`config.mk`:
```
export PLATFORM = sky130hd
export DESIGN_NAME = logop_pipe
export DESIGN_NICKNAME = d
export VERILOG_FILES = /design/src/rtl/alu_pkg.sv /design/src/rtl/logop_stage.sv /design/src/rtl/logop_pipe.sv
export SDC_FILE = /design/constraint.sdc
export NUM_CORES = 1
export LEC_CHECK = 0
export CORE_ASPECT_RATIO = 1.25
export CORE_UTILIZATION = 35
export DETAILED_ROUTE_END_ITERATION = 16
export SLEW_MARGIN = 40
export SYNTH_ARGS = -nofsm -noshare
export SYNTH_HDL_FRONTEND = slang
export SYNTH_HIERARCHICAL = 1
export SYNTH_SLANG_ARGS = --single-unit
```
`constraint.sdc`:
```
create_clock -name soc_clk -period 3.33 [get_ports soc_clk]
set_input_delay 0.333 -clock soc_clk [delete_from_list [all_inputs] [get_ports soc_clk]]
set_output_delay 0.333 -clock soc_clk [all_outputs]
set_load 0.05 [all_outputs]
```
`src/rtl/alu_pkg.sv`:
```
// Shared ALU definitions: opcode encodings for the logic-op pipeline.
package alu_pkg;

    typedef enum logic [4:0] {
        LOGOP_XNOR = 5'd10,
        LOGOP_XOR  = 5'd11,
        LOGOP_NOR  = 5'd12,
        LOGOP_ANDN = 5'd13,
        LOGOP_OR   = 5'd14,
        LOGOP_AND  = 5'd15
    } logop_e;

endpackage

```
`src/rtl/logop_stage.sv`:
```
// One valid/ready register stage carrying a logic-op result and its flags.
module logop_stage #(
    parameter int unsigned DATA_W = 32
) (
    input  logic              clk,
    input  logic              reset,
    input  logic              flush,
    input  logic              up_valid,
    input  logic [DATA_W-1:0] up_data,
    input  logic              up_zero,
    input  logic              up_illegal,
    output logic              dn_valid,
    input  logic              dn_ready,
    output logic [DATA_W-1:0] dn_data,
    output logic              dn_zero,
    output logic              dn_illegal
);

    logic load;

    // Load when empty or when the held entry leaves this cycle.
    assign load = ~dn_valid | dn_ready;

    always_ff @(posedge clk) begin
        if (reset || flush) begin
            dn_valid   <= 1'b0;
            dn_data    <= '0;
            dn_zero    <= 1'b0;
            dn_illegal <= 1'b0;
        end else if (load) begin
            dn_valid <= up_valid;
            if (up_valid) begin
                dn_data    <= up_data;
                dn_zero    <= up_zero;
                dn_illegal <= up_illegal;
            end
        end
    end

endmodule

```
`src/rtl/logop_pipe.sv`:
```
// Pipelined bitwise logic unit: decode + compute ahead of stage 1, then
// PIPE_STAGES bubble-free valid/ready stages with occupancy tracking.
module logop_pipe
    import alu_pkg::*;
#(
    parameter int unsigned DATA_W      = 32,
    parameter int unsigned PIPE_STAGES = 2
) (
    input  logic                               soc_clk,
    input  logic                               reset,
    input  logic                               flush,
    input  logic                               in_valid,
    output logic                               in_ready,
    input  logic [DATA_W-1:0]                  ALU_dat1,
    input  logic [DATA_W-1:0]                  ALU_dat2,
    input  logic [4:0]                         Instruction_to_ALU,
    output logic                               out_valid,
    input  logic                               out_ready,
    output logic [DATA_W-1:0]                  LogOp_out,
    output logic                               LogOp_zero,
    output logic                               LogOp_illegal,
    output logic [$clog2(PIPE_STAGES+1)-1:0]   occupancy
);

    localparam int unsigned OCC_W = $clog2(PIPE_STAGES + 1);
    localparam int unsigned LAST  = PIPE_STAGES - 1;

    logic              accept;
    logic              retire;
    logic [DATA_W-1:0] res_c;
    logic              illegal_c;
    logic              zero_c;

    logic [PIPE_STAGES-1:0] stage_vld;
    logic [DATA_W-1:0]      stage_dat [PIPE_STAGES];
    logic                   stage_zero [PIPE_STAGES];
    logic                   stage_ill [PIPE_STAGES];
    logic [PIPE_STAGES:0]   load_c;

    // Opcode decode and result; unsupported opcodes yield 0 flagged illegal.
    always_comb begin
        res_c     = '0;
        illegal_c = 1'b0;
        case (Instruction_to_ALU)
            LOGOP_AND:  res_c = ALU_dat1 & ALU_dat2;
            LOGOP_OR:   res_c = ALU_dat1 | ALU_dat2;
            LOGOP_XOR:  res_c = ALU_dat1 ^ ALU_dat2;
            LOGOP_ANDN: res_c = ALU_dat1 & ~ALU_dat2;
            LOGOP_NOR:  res_c = ~(ALU_dat1 | ALU_dat2);
            LOGOP_XNOR: res_c = ~(ALU_dat1 ^ ALU_dat2);
            default:    illegal_c = 1'b1;
        endcase
    end

    assign zero_c = (res_c == '0);

    // Ready chain: a stage can load if it or any stage after it has room.
    always_comb begin
        load_c              = '0;
        load_c[PIPE_STAGES] = out_ready;
        for (int i = int'(PIPE_STAGES) - 1; i >= 0; i--) begin
            load_c[i] = ~stage_vld[i] | load_c[i+1];
        end
    end

    assign in_ready = load_c[0] & ~flush & ~reset;
    assign accept   = in_valid & in_ready;

    for (genvar i = 0; i < PIPE_STAGES; i++) begin : g_stage
        logic              up_v;
        logic [DATA_W-1:0] up_d;
        logic              up_z;
        logic              up_il;

        if (i == 0) begin : g_head
            assign up_v  = accept;
            assign up_d  = res_c;
            assign up_z  = zero_c;
            assign up_il = illegal_c;
        end else begin : g_body
            assign up_v  = stage_vld[i-1];
            assign up_d  = stage_dat[i-1];
            assign up_z  = stage_zero[i-1];
            assign up_il = stage_ill[i-1];
        end

        logop_stage #(.DATA_W(DATA_W)) u_stage (
            .clk        (soc_clk),
            .reset      (reset),
            .flush      (flush),
            .up_valid   (up_v),
            .up_data    (up_d),
            .up_zero    (up_z),
            .up_illegal (up_il),
            .dn_valid   (stage_vld[i]),
            .dn_ready   (load_c[i+1]),
            .dn_data    (stage_dat[i]),
            .dn_zero    (stage_zero[i]),
            .dn_illegal (stage_ill[i])
        );
    end

    assign out_valid     = stage_vld[LAST];
    assign LogOp_out     = stage_dat[LAST];
    assign LogOp_zero    = stage_zero[LAST];
    assign LogOp_illegal = stage_ill[LAST];
    assign retire        = out_valid & out_ready;

    // Entries in flight: accepts minus retires.
    always_ff @(posedge soc_clk) begin
        if (reset || flush) begin
            occupancy <= '0;
        end else begin
            occupancy <= occupancy + OCC_W'(accept) - OCC_W'(retire);
        end
    end

endmodule

```
==> out/metrics.cfg, run 1 <==
[synth]
yosysSeqAreaShare_pct = 25.9
syn_area_sq_um = 5560
yosys.cell_types.count = 45
yosys.area.top_type_share_pct = 25.9
yosys-top-cells-area = dfxtp_1 (26%), nand4_1 (8.1%), ha_1 (7.7%)
synthArstFlopShare_pct = 0
ys_ff_latch = 72
yosysWarnings = 6
syn_area_per_cell_sq_um = 7.81
synth_enable_flop_cells = 0
yosysTopAreaCell = dfxtp_1
syn_inst = 711
synth-main-ff-cell = dfxtp_1
synth_nets = 819

[critical_path]
crit_fanout = 5
reg2reg_from = g_stage[1].u_stage/dn_valid$_SDFFE_PP0P_
r2r_slack_ns = 1.38
rr_worst_depth = 8
path_class = in2out
r2r_end = occupancy[1]$_SDFF_PP0_
worstSetupEndpointType = output port
critPathRequiredTime_ns = 3.00
startpoint_type = input port
worst-endpoint-arrival_ns = 2.22

[grt]
grt_overflow = 0
grt_pass1_wl_microns = 23600
grt_max_degree = 70
grt_usage_pct = 18.3
antenna_found_initial = 0
grt_pass1_vias = 4620

[timing]
layout_min_cycle_time_ns = 2.55
clock.fmax_ghz = 0.392
rsz0062_at_grt = false
slew_headroom_pct = 50.1
min_period_over_period_pct = 76.5
hold_viol = 0
setup_viol = 0
skew_ns = 0.00457
worst_pin_slew_ns = 0.747
finalSetupTns_ns = 0
slew_violations = 0
fin_ws_ns = 0.782

[clock_network]
clk_latency_ns = 0.33
ctsResizeCount = 0
cts_made_buffers = 9
cts_tree = built
cts_setup_buffers = 0
h-tree-depth = 3
root_buffer = clkbuf_16
cts_sinks = 72
cts-hold-fix-buffers = 0
cts_max_path_buffers = 2
clkSlewWorstSetupHoldPaths_ns = 0.05

[drt]
num_vias = 5023
wl_per_cell_microns = 14.4
route.detailed.drc = 0
antenna_left = 0
drt_iter0_markers = 321
via_per_inst = 5.04
wirelength_microns = 14300
first_pass_iters = 4

[floorplan]
die_x_microns = 115
dieArea_sq_um = 16400
io_pins = 112
core_area_sq_um = 15600
die-height_microns = 143
rows = 51
start_util_pct = 35.7

[pwr]
p_sw_share_pct = 26.6
p_leak_uw = 0.00272
power.internal_uw = 1720
combPwrFrac_pct = 21.5
powerDensity_nw_per_um2 = 335
ir_drop_mv = 0.269
power_frac_seq_pct = 37.0
clockPowerShare_pct = 41.5
p_sw_uw = 623

[layout]
final_cell_mix = nand2_1 (109), clkdlybuf4s50_1 (109), inv_1 (74), nand4_1 (72), dfxtp_1 (72)
nFillCells = 1612
syn2layout_area_growth_pct = 25.6
regArea_sq_um = 1440
drive_gt1_share_pct = 10.8
multi_input_area_sq_um = 3450
layout.nets = 888
antenna_cells = 0

[placed_design]
gp_congestion = 0.843
place_hpwl_microns = 10800
io_buffers = 111
pre_cts_slack_ns = 0.589

[worst_hold_path]
hold_end = g_stage[1].u_stage/dn_data[30]$_SDFFE_PP0P_
hold_class = reg2reg
holdPathStages = 2
hp-start = g_stage[1].u_stage/dn_data[30]$_SDFFE_PP0P_

[status]
status = finished, final reports clean

[flow_run]
drv_cap = 0

power by group through the flow:
stage	combinational [uW]	clock, uW	sequential [uW]
floorplan	331	0	886
global placement	501	0	885
detailed placement	504	0	885
CTS	506	996	866
global route	559	1030	866
finish	503	971	867
routing by layer:
| metal | vias up | GRT usage, % | part of all wire (%) |
|---|---|---|---|
| met1 | 2299 | 24.9 | 48 |
| met5 | - | 0 | 0 |
| met4 | 0 | 5.33 | 1.3 |
| li1 | 2602 | - | - |
| met2 | 109 | 30.1 | 47 |
| met3 | 13 | 2.29 | 3.5 |
worst max-delay path, cell delays in order:
cell             delay [ns]
clkdlybuf4s50_1        0.56
a311oi_1               0.44
clkdlybuf4s50_1        0.88
cell type report:
class                           count  share of cell area [%]
Inverter                           74                    3.98
Timing Repair Buffer              122                    17.7
Clock inverter                      4                   0.753
Clock buffer                       12                    3.68
Tap cell                          212                    3.80
Multi-Input combinational cell    501                    49.4
Sequential cell                    72                    20.7
synth_stat cells, types with 2 or more instances:
cell,instances
o21ai_2,48
a22o_1,3
ha_1,34
nor4_1,8
buf_6,14
nand4_1,72
xor2_2,3
or4_1,3
a221oi_1,4
xnor2_1,44
inv_1,74
o21ai_0,22
nand2b_1,6
a21boi_0,2
clkbuf_1,27
buf_2,16
nor3_1,2
xor2_1,41
a32oi_1,7
a21oi_1,9
nand2b_4,2
nand2_1,109
a32o_1,3
o22ai_1,20
nand3_1,9
a211oi_1,3
nor2_2,2
dfxtp_1,72
buf_1,4
o21ai_1,29
nor2_1,4
and2_4,2
cells by family after synthesis:
logic type,after synthesis,synth area share [%]
adders and majority gates,34,7.66
xor gates and xnor gates,88,14.3
and+or+nand+nor,228,21.2
DFF,72,25.9
AOI/OAI and AO/OA,151,18.8
buffers and inverters,138,12.1
flip-flops by register name, summed over array words and instances (netlist names):
register / flops
g_stage.u_stage/dn_valid: 2
occupancy: 2
g_stage.u_stage/dn_data: 64
g_stage.u_stage/dn_zero: 2
g_stage.u_stage/dn_illegal: 2
worst max path at each step:
| stage | start | depth (start not counted) | end | slack, ns |
|---|---|---|---|---|
| 2_1_floorplan | g_stage[1].u_stage/dn_valid$_SDFFE_PP0P_ | 8 | occupancy[1]$_SDFF_PP0_ | 0.15 |
| 3_3_place_gp | ALU_dat2[17] | 11 | g_stage[0].u_stage/dn_zero$_SDFFE_PP0P_ | 0.62 |
| 3_5_place_dp | ALU_dat2[17] | 11 | g_stage[0].u_stage/dn_zero$_SDFFE_PP0P_ | 0.59 |
| 4_1_cts | flush | 3 | in_ready | 0.81 |
| 5_1_grt | flush | 3 | in_ready | 0.73 |
| 6_report | flush | 3 | in_ready | 0.78 |
metrics by stage:
step                      hold WS, ns  std cells  area, sq um  utilization (%)  power, uW
final                           0.443        997         6980             44.8       2340
after global routing            0.459        997         6980             44.8       2460
after CTS                       0.449        997         6980             44.8       2370
after detailed placement        0.440        981         6670             42.8       1390
after global placement          0.437        981         6670             42.8       1390
after floorplan                 0.408        711         5560                -       1220
No activity file was read; power rests on OpenSTA's default activity.
==> run 2: changes to the inputs <==
- clock period: 3.33 -> 2.4 ns (I/O delays scaled with it)
==> out/metrics.cfg, run 2 (synthesis results as in run 1) <==
[status]
status = finished, final reports clean

[floorplan]
rows = 51  ; unchanged
io_pins = 112  ; unchanged
die-height_microns = 143  ; unchanged
die_x_microns = 115  ; unchanged
start_util_pct = 35.7  ; unchanged
core_area_sq_um = 15600  ; unchanged
dieArea_sq_um = 16400  ; unchanged

[critical_path]
path_cells = clkdlybuf4s50_1 > inv_1 > ha_1 > or4_1 > o22ai_1 > o21ai_1 > a21oi_1 > and3_1 > and4_1 > nand4_1 > o21ai_0
r2r_slack_ns = 0.61  ; -0.77 ns
path_class = in2reg
worstSetupEndpointType = flop
worst-endpoint-arrival_ns = 2.44  ; +0.22 ns
reg2reg_from = g_stage[1].u_stage/dn_valid$_SDFFE_PP0P_
startpoint_type = input port
timing.critical_path.to = g_stage[0].u_stage/dn_zero$_SDFFE_PP0P_
r2r_end = occupancy[1]$_SDFF_PP0_
crit_fanout = 2  ; -3
rr_worst_depth = 8  ; unchanged
max_stage_delay_ns = 0.52  ; -0.36 ns
critPathTopFamily = simple AND/OR/NAND/NOR gates
cp-startpoint = ALU_dat1[30]
crit_buf_inv = 2  ; unchanged
critPathRequiredTime_ns = 2.66  ; -0.34 ns
cp_slowest_cell = or4_1
cp.depth = 11  ; +8

[clock_network]
root_buffer = clkbuf_16
clk_latency_ns = 0.33  ; about the same
clkSlewWorstSetupHoldPaths_ns = 0.06  ; about the same
h-tree-depth = 3  ; unchanged
cts_made_buffers = 9  ; unchanged
cts_setup_buffers = 0  ; unchanged
cts_tree = built
cts_sinks = 72  ; unchanged
cts_max_path_buffers = 2  ; unchanged

[pwr]
p_sw_share_pct = 26.1  ; -0.47 points
fin_total_pwr_uw = 3400  ; +45%
combPwrFrac_pct = 22.7  ; +1.2 points
clockPowerShare_pct = 42.0  ; +0.5 points
powerDensity_nw_per_um2 = 461  ; +38%
p_sw_uw = 890  ; +43%
ir_drop_mv = 0.252  ; -6.5%
power.internal_uw = 2510  ; +46%
power_frac_seq_pct = 35.3  ; -1.7 points
p_leak_uw = 0.00297  ; +9.5%

[drt]
route.detailed.drc = 0  ; unchanged
wirelength_microns = 14400  ; +0.55%
wl_per_cell_microns = 13.8  ; -4.0%
num_vias = 5163  ; +2.8%
drt_iter0_markers = 250  ; -22%
via_per_inst = 4.95  ; -1.8%
first_pass_iters = 4  ; unchanged
antenna_left = 0  ; unchanged

[placed_design]
place_hpwl_microns = 11000  ; +2.2%
placed_area_sq_um = 7050  ; +5.7%
pre_cts_slack_ns = -0.131  ; -0.720 ns
dp.cells = 1028  ; +4.8%
io_buffers = 111  ; unchanged
gp_congestion = 0.867  ; +2.9%

[layout]
syn2layout_area_growth_pct = 32.8
antenna_cells = 0  ; unchanged
final_common_cell = nand2_1
drive_gt1_share_pct = 16.3  ; +5.5 points
layout.nets = 935  ; +5.3%
final_cell_mix = nand2_1 (109), clkdlybuf4s50_1 (108), inv_1 (74), nand4_1 (72), dfxtp_1 (72)
final_cells = 1044  ; +4.7%
largest_register = g_stage.u_stage/dn_data
final_cell_area_sq_um = 7380  ; +5.7%
largest_reg_flops = 64  ; unchanged

[grt]
grt_overflow = 0  ; unchanged
grt_max_degree = 70  ; unchanged
grt_pass1_vias = 4794  ; +3.8%
antenna_found_initial = 0  ; unchanged
grt_usage_pct = 18.4  ; +0.12 points
grt_pass1_wl_microns = 24100  ; +2.0%

[timing]
slew_headroom_pct = 63.7  ; +14 points
setup_viol = 0  ; unchanged
clock.fmax_ghz = 0.458
slew_violations = 0  ; unchanged
fin_ws_ns = 0.216  ; -0.566 ns
worst_pin_slew_ns = 0.539  ; -0.208 ns
min_period_over_period_pct = 91.0
layout_min_cycle_time_ns = 2.18
hold_viol = 0  ; unchanged
skew_ns = 0.00515  ; +0.000584 ns
whs_ns = 0.443  ; +0.000487 ns
rsz0062_at_grt = false

[flow_run]
drv_cap = 0  ; unchanged

[worst_hold_path]
holdPathStages = 2  ; unchanged
hold_class = reg2reg
hp-start = g_stage[1].u_stage/dn_data[30]$_SDFFE_PP0P_

[run 2: how the worst min path moves through the flow]
stage / to
2_1_floorplan: occupancy[0]$_SDFF_PP0_
3_3_place_gp: g_stage[1].u_stage/dn_data[0]$_SDFFE_PP0P_
3_5_place_dp: g_stage[0].u_stage/dn_data[6]$_SDFFE_PP0P_
4_1_cts: g_stage[0].u_stage/dn_data[6]$_SDFFE_PP0P_
5_1_grt: g_stage[0].u_stage/dn_data[10]$_SDFFE_PP0P_
6_report: g_stage[1].u_stage/dn_data[30]$_SDFFE_PP0P_
[run 2: layout make-up]
class / count / area [sq um]
Sequential cell: 72 / 1440
Inverter: 74 / 278
Fill cell: 1559 / 8190
Tap cell: 212 / 265
Clock buffer: 10 / 239
Clock inverter: 6 / 82.6
Timing Repair Buffer: 169 / 1600
Multi-Input combinational cell: 501 / 3470
[run 2: timing repair]
item,CTS,global route
resized for setup,0,2
hold buffers,0,0
hold endpoints to repair,0,0
endpoints found under the setup margin,0,1
[run 2: worst min-delay path, stage by stage, from the launching register on]
cell and delay (ns):
dfxtp_1 0.30, nand2_1 0.05, o21ai_1 0.05
[run 2: stage by stage]
stage	utilization, %	setup TNS (ns)
final	47.4	0
after global routing	47.4	0
after CTS	47.3	0
after detailed placement	45.3	-0.131
after global placement	45.3	-0.130
after floorplan	-	0
[run 2: per-layer routing]
metal	track usage, %	wire [microns]
met5	0	0
met4	5.74	197
met3	2.42	512
met2	29.2	6770
met1	25.8	6920
[run 2: power groups by stage]
stage	combinational, uW	sequential, uW	clock, uW
floorplan	461	1230	0
global placement	763	1230	0
detailed placement	773	1230	0
CTS	775	1200	1460
global route	855	1200	1510
finish	772	1200	1430
